**src/rtl/stream_output_selector.sv**
```systemverilog
// stream_output_selector
//   Picks one of NUM_CH processed pixel streams, or the bypass grey stream,
//   for the VGA pixel path. The slide-switch selection is synchronised,
//   debounced and decoded. It is then committed either on a frame boundary
//   (FRAME_SYNC=1) or as soon as it is pending (FRAME_SYNC=0).
//
// Ports
//   clk           pixel clock
//   rst           synchronous active-high reset
//   sel_sw        raw slide-switch bits (asynchronous to clk)
//   frame_start   single-cycle pulse at pixel (0,0)
//   ch_data       flattened channel pixels, channel k at [k*DW +: DW]
//   ch_valid      per-channel pixel valid
//   bypass_data   unprocessed grey pixel
//   bypass_valid  bypass pixel valid
//   out_data      selected pixel (registered, holds when not valid)
//   out_valid     selected valid (registered)
//   active_sel    committed selection: 0 = bypass, k+1 = channel k
//   sel_pending   debounced selection differs from active_sel
module stream_output_selector #(
    parameter int unsigned NUM_CH       = 9,
    parameter int unsigned DW           = 8,
    parameter int unsigned DEBOUNCE_CYC = 4,
    parameter int unsigned FRAME_SYNC   = 1,
    parameter int unsigned SW_INDEX_W   = 4
) (
    input  logic                     clk,
    input  logic                     rst,
    input  logic [NUM_CH-1:0]        sel_sw,
    input  logic                     frame_start,
    input  logic [NUM_CH*DW-1:0]     ch_data,
    input  logic [NUM_CH-1:0]        ch_valid,
    input  logic [DW-1:0]            bypass_data,
    input  logic                     bypass_valid,
    output logic [DW-1:0]            out_data,
    output logic                     out_valid,
    output logic [SW_INDEX_W-1:0]    active_sel,
    output logic                     sel_pending
);

    localparam int unsigned         CNT_W      = $clog2(DEBOUNCE_CYC + 1);
    localparam logic [CNT_W-1:0]    CNT_MAX    = CNT_W'(DEBOUNCE_CYC);
    localparam bit                  COMMIT_ANY = (FRAME_SYNC == 0);

    logic [NUM_CH-1:0]      sync1_q, sync1_d;
    logic [NUM_CH-1:0]      sync2_q, sync2_d;
    logic [CNT_W-1:0]       cnt_q, cnt_d;
    logic [NUM_CH-1:0]      deb_q, deb_d;
    logic [SW_INDEX_W-1:0]  active_sel_q, active_sel_d;
    logic                   sel_pending_q, sel_pending_d;
    logic [DW-1:0]          out_data_q, out_data_d;
    logic                   out_valid_q, out_valid_d;

    logic [SW_INDEX_W-1:0]  dec_sel_c;
    logic [DW-1:0]          sel_data_c;
    logic                   sel_valid_c;

    // One-hot decode of the debounced switches; zero or multiple bits -> bypass.
    always_comb begin
        dec_sel_c = '0;
        if ((deb_q != '0) && ((deb_q & (deb_q - NUM_CH'(1))) == '0)) begin
            for (int unsigned k = 0; k < NUM_CH; k++) begin
                if (deb_q[k]) begin
                    dec_sel_c = SW_INDEX_W'(k + 1);
                end
            end
        end
    end

    // Source mux driven by the committed selection.
    always_comb begin
        sel_data_c  = bypass_data;
        sel_valid_c = bypass_valid;
        for (int unsigned k = 0; k < NUM_CH; k++) begin
            if (active_sel_q == SW_INDEX_W'(k + 1)) begin
                sel_data_c  = ch_data[k*DW +: DW];
                sel_valid_c = ch_valid[k];
            end
        end
    end

    // Next-state logic.
    always_comb begin
        sync1_d       = sel_sw;
        sync2_d       = sync1_q;
        cnt_d         = cnt_q;
        deb_d         = deb_q;
        active_sel_d  = active_sel_q;
        sel_pending_d = sel_pending_q;
        out_data_d    = out_data_q;
        out_valid_d   = out_valid_q;

        // cnt counts the cycles sync2 has held its value; a change about to
        // land in sync2 zeroes it, so it reads 0 in the cycle sync2 changes.
        if (sync1_q != sync2_q) begin
            cnt_d = '0;
        end else if (cnt_q != CNT_MAX) begin
            cnt_d = cnt_q + CNT_W'(1);
        end

        if (cnt_d == CNT_MAX) begin
            deb_d = sync2_q;
        end

        sel_pending_d = (dec_sel_c != active_sel_q);

        // Registered pending means a debounce finishing alongside
        // frame_start waits for the following frame.
        if (sel_pending_q && (COMMIT_ANY || frame_start)) begin
            active_sel_d = dec_sel_c;
        end

        out_valid_d = sel_valid_c;
        if (sel_valid_c) begin
            out_data_d = sel_data_c;
        end
    end

    // State registers.
    always_ff @(posedge clk) begin
        if (rst) begin
            sync1_q       <= '0;
            sync2_q       <= '0;
            cnt_q         <= '0;
            deb_q         <= '0;
            active_sel_q  <= '0;
            sel_pending_q <= 1'b0;
            out_data_q    <= '0;
            out_valid_q   <= 1'b0;
        end else begin
            sync1_q       <= sync1_d;
            sync2_q       <= sync2_d;
            cnt_q         <= cnt_d;
            deb_q         <= deb_d;
            active_sel_q  <= active_sel_d;
            sel_pending_q <= sel_pending_d;
            out_data_q    <= out_data_d;
            out_valid_q   <= out_valid_d;
        end
    end

    assign out_data    = out_data_q;
    assign out_valid   = out_valid_q;
    assign active_sel  = active_sel_q;
    assign sel_pending = sel_pending_q;

endmodule

```
**config.mk**
```make
export PLATFORM = sky130hd
export DESIGN_NAME = stream_output_selector
export DESIGN_NICKNAME = d
export VERILOG_FILES = /design/src/rtl/stream_output_selector.sv
export SDC_FILE = /design/constraint.sdc
export NUM_CORES = 1
export LEC_CHECK = 0
export ABC_AREA = 1
export ABC_CLOCK_PERIOD_IN_PS = 2100
export BUFFER_PORTS_ARGS = -buffer_cell sky130_fd_sc_hd__buf_2
export CELL_PAD_IN_SITES_DETAIL_PLACEMENT = 2
export CELL_PAD_IN_SITES_GLOBAL_PLACEMENT = 2
export CORE_ASPECT_RATIO = 0.75
export CORE_MARGIN = 2
export CORE_UTILIZATION = 23
export DETAILED_ROUTE_END_ITERATION = 10
export PLACE_DENSITY_LB_ADDON = 0.1
export SETUP_SLACK_MARGIN = 0.15
export SYNTH_ARGS = -nofsm -noshare
export SYNTH_HDL_FRONTEND = slang
export SYNTH_SLANG_ARGS = --single-unit
export TNS_END_PERCENT = 5
```
**constraint.sdc**
```tcl
create_clock -name clk -period 2.1 [get_ports clk]
set_clock_uncertainty 0.1 [all_clocks]
set_input_delay 0.42 -clock clk [delete_from_list [all_inputs] [get_ports clk]]
set_output_delay 0.42 -clock clk [all_outputs]
set_load 0.1 [all_outputs]
```
==> out/summary.md <==
The final RePlAce weighted congestion is 0.7526. The tools report the cell area after synthesis as 0.002819 mm2. Data on the critical path is required at its endpoint by 2.18 ns. Of the total power, the clock network draws 27.5%. For this run, the number of Yosys warnings is 0. The die area is 0.01317 mm2, and the post-route minimum period is 1.998 ns. Summed over all layers, the routed wires come to 11030 um.

The total setup violations reported at the end of the flow came out at 0. Across all layers, the routed design uses 3440 vias. The number of hold buffers added after CTS was 0. The tools report the beginning of the worst hold path as sel_sw[1]. The cell sitting at the root of the clock tree is a sky130_fd_sc_hd__clkbuf_16.

Derived from the worst setup path, the maximum achievable clock frequency is 500.4 MHz. Once the floorplan was initialized, standard cells occupied 23.92% of the core. In this run the worst path has a maximum fanout of 5. Per report_power, the sequential group accounts for 31.3% of the total. In the routed design, unresolved DRC markers number 0. The average size of a mapped cell was 5.935 um2. The register-to-register setup slack was 0.10 ns.

The H-tree level count came out at 2. Counting tap cells, the placed design contains a total of 764 instances. The clock drives 44 sinks.

The switching power as a share of total power was 41.37%. For the switching power, the log shows 0.001277 W. Part of the Yosys area used for sequential elements: 31.25%. Setup repair after global routing could not meet its margin everywhere.

The commonest non-fill, non-tap cell in the layout is sky130_fd_sc_hd__buf_2. The die is 131.8 um wide. The analysis attributes to cell leakage a power of 2.289 nW. The tools report the number of antenna repair diodes as 0.

The flow ran to the end, and the final reports show no timing, DRC or antenna violations. Across the run, the number of max-cap violations was 0. The setup slack after placement was 0.06488 ns. Part of the cycle the worst path needs: 95.15%. The critical path is of the reg -> reg type. The count of boundary I/O pins was 116; the maximum number of buffers from clock root to sink was 2. The tools report the number of max-slew violations in the final report as 0. The logs give 0.29 ns for the clock insertion delay at the later pin of the skew report and 18160 um for the global-route wire length before repair. For the worst flop-to-flop path, the logic depth is 17.

The top cell types in the final layout, fill and taps aside, are sky130_fd_sc_hd__buf_2 (116), sky130_fd_sc_hd__nand2_1 (107), sky130_fd_sc_hd__inv_1 (70). The tightest min-delay check is of the in -> reg type. The post-detailed-route wirelength per cell is 13.99 um. The logs give 3697 for the number of global-route vias before repair and 579 for the number of nets produced by synthesis.

Buffers placed on the I/O ports in this run total 115. STA classifies the critical path startpoint as a flop. Of the cells placed in the final design, the portion with a size suffix greater than 1 is 37.70%. Beginning of the worst register-to-register path: active_sel[1]$_SDFFE_PP0P_.

After synthesis the netlist holds a flip-flop and latch count of 44. The die is 99.88 um tall. TritonCTS built the clock tree. Worst reg2reg path endpoint: out_data[6]$_SDFFE_PP0P_. The worst pin sits at a relative slew slack of 66.46%. Hold violation count in the final report: 0. The core region is 0.01178 mm2.

The tools report the half-perimeter wire length after placement as 8824 um. The first routing iteration left 106 violations. Once layout is complete, the cells apart from fillers number 788. The transition time at the pin with the least slew margin is 0.5065 ns, and the number of distinct library cells after synthesis is 28. After the last flow step, the layout net total stands at 729. Synthesis handed over a netlist of 475 instances. Per report_power, the combinational group accounts for 41.2% of the total. The number of routed nets with antenna violations is 0, and the maximum vdd drop is 380.0 uV.

For the worst setup path, the data arrival time is 2.08 ns. The run gives 0.1018 ns as the post-layout worst setup margin. The count of TritonRoute iterations in the first routing pass was 4. The total overflow left after global routing is 0. After detailed routing, the number of vias per cell comes to 4.365. After routing, the total negative slack on setup checks comes to 0 ns.

Cell internal power was estimated by the tool at 0.001810 W. The worst hold path was traced through 3 stages. The run gives 34 as the placement row count.

The path with the worst hold slack has its endpoint at sync1_q[1]$_SDFF_PP0_. The number of clock buffers added by TritonCTS is 5. Compared with the post-synthesis result, the final layout area differs by 51.31%. For this design the ratio of total power to cell area is 723.7 mW/mm2.

Counting the fill cells in the layout gives 1457. Entering global routing, the biggest net connects 32 pins. The clock-pin transition on the worst setup and hold timing paths was 0.06 ns. STA classifies the critical path endpoint as a flop.

The run gives 0 as the number of antenna violations at the first check in global routing. The total routing usage reported by global routing came out at 17.02%.
[per-layer routing]
| layer | share of wire, % | GRT usage [%] | up-vias |
|---|---|---|---|
| li1 | - | - | 1775 |
| met1 | 51 | 23.99 | 1587 |
| met2 | 44 | 27.51 | 72 |
| met3 | 4.4 | 3.687 | 6 |
| met4 | 0.67 | 2.174 | 0 |
| met5 | 0 | 0 | - |
[worst max-delay path: stages (launching register included)]
cell and delay, ns:
sky130_fd_sc_hd__dfxtp_4 0.39, sky130_fd_sc_hd__inv_4 0.06, sky130_fd_sc_hd__nor2_4 0.12, sky130_fd_sc_hd__nand2_2 0.09
sky130_fd_sc_hd__buf_4 0.13, sky130_fd_sc_hd__buf_2 0.15, sky130_fd_sc_hd__nand3_1 0.10, sky130_fd_sc_hd__nand3_2 0.09
sky130_fd_sc_hd__nand3_2 0.09, sky130_fd_sc_hd__nand2_2 0.06, sky130_fd_sc_hd__nand2_1 0.07, sky130_fd_sc_hd__nand2_1 0.05
sky130_fd_sc_hd__nand3_1 0.06, sky130_fd_sc_hd__nand3_1 0.09, sky130_fd_sc_hd__nand2_1 0.07, sky130_fd_sc_hd__nand2_1 0.05
sky130_fd_sc_hd__nand2_1 0.06, sky130_fd_sc_hd__nor2_1 0.05
[what timing repair did]
item,CTS,global route
resized for setup,15,37
cloned,2,0
setup endpoints to repair,16,19
buffers inserted,11,3
pin swaps,15,38
[cells by family (layout without fill, tap and decap cells)]
| group | count (synthesis) | after routing | synth area share, % |
|---|---|---|---|
| fa+ha+maj | 2 | 2 | 0.8876 |
| flops | 44 | 44 | 31.25 |
| simple gates | 267 | 267 | 40.30 |
| buf+inv | 93 | 244 | 12.56 |
| compound gates | 58 | 58 | 11.58 |
| xor+xnor | 11 | 11 | 3.418 |
[how the worst max path moves through the flow]
stage | start | end | cells after the start
floorplan | active_sel[0]$_SDFFE_PP0P_ | out_data[2]$_SDFFE_PP0P_ | 16
global placement | active_sel[0]$_SDFFE_PP0P_ | out_data[2]$_SDFFE_PP0P_ | 16
detailed placement | active_sel[0]$_SDFFE_PP0P_ | out_data[2]$_SDFFE_PP0P_ | 16
CTS | active_sel[2]$_SDFFE_PP0P_ | out_data[3]$_SDFFE_PP0P_ | 13
global route | active_sel[1]$_SDFFE_PP0P_ | out_data[5]$_SDFFE_PP0P_ | 17
finish | active_sel[1]$_SDFFE_PP0P_ | out_data[6]$_SDFFE_PP0P_ | 17
[cell usage after synthesis, drive strengths merged]
master / count / area (um2)
buf: 2 / 12.51
clkbuf: 11 / 41.29
o22ai: 1 / 6.260
a211oi: 10 / 75.07
nor4: 2 / 12.51
clkinv: 1 / 3.750
nand4: 1 / 6.260
nand2: 125 / 471.7
xnor2: 1 / 8.760
xor2: 10 / 87.58
a22oi: 1 / 7.510
a21o: 1 / 7.510
dfxtp: 44 / 880.8
o211ai: 2 / 15.01
a21oi: 22 / 110.1
or2: 18 / 112.6
inv: 79 / 296.5
ha: 2 / 25.02
nand3: 47 / 235.2
nor2: 74 / 297.8
o21ai: 21 / 105.1
[metrics by stage]
stage / area (um2) / total power, W / utilization, % / hold WS [ns]
after floorplan: 2883 / 0.001779 / - / 0.3147
after global placement: 3792 / 0.002103 / 32.18 / 0.3213
after detailed placement: 3792 / 0.002130 / 32.18 / 0.3331
after CTS: 4119 / 0.003074 / 34.95 / 0.2301
after global routing: 4265 / 0.003296 / 36.20 / 0.2365
final: 4265 / 0.003087 / 36.20 / 0.2317
[area by class of cell]
cell class,instances,area (um2),area share [%]
clock buffer,6,150.1,3.520
inverter,80,307.8,7.216
tap,162,202.7,4.752
sequential,44,895.9,21.00
multi-input combinational,338,1772,41.54
clock inverter,2,12.51,0.2933
timing repair buffer,156,924.6,21.68
[power groups by stage]
stage / clock [W] / sequential, W / combinational, W
detailed placement: 0 / 0.000985 / 0.00115
floorplan: 0 / 0.00137 / 0.000410
global placement: 0 / 0.000980 / 0.00112
global route: 0.000932 / 0.000975 / 0.00139
finish: 0.000848 / 0.000965 / 0.00127
CTS: 0.000881 / 0.000965 / 0.00123
[flip-flops by register name, summed over array words and instances, names as in the netlist]
register	count
cnt_q	3
out_data	8
sync1_q	9
deb_q	9
sel_pending	1
sync2_q	9
active_sel	4
out_valid	1
Note: power is estimated with default switching activity, not from simulation.
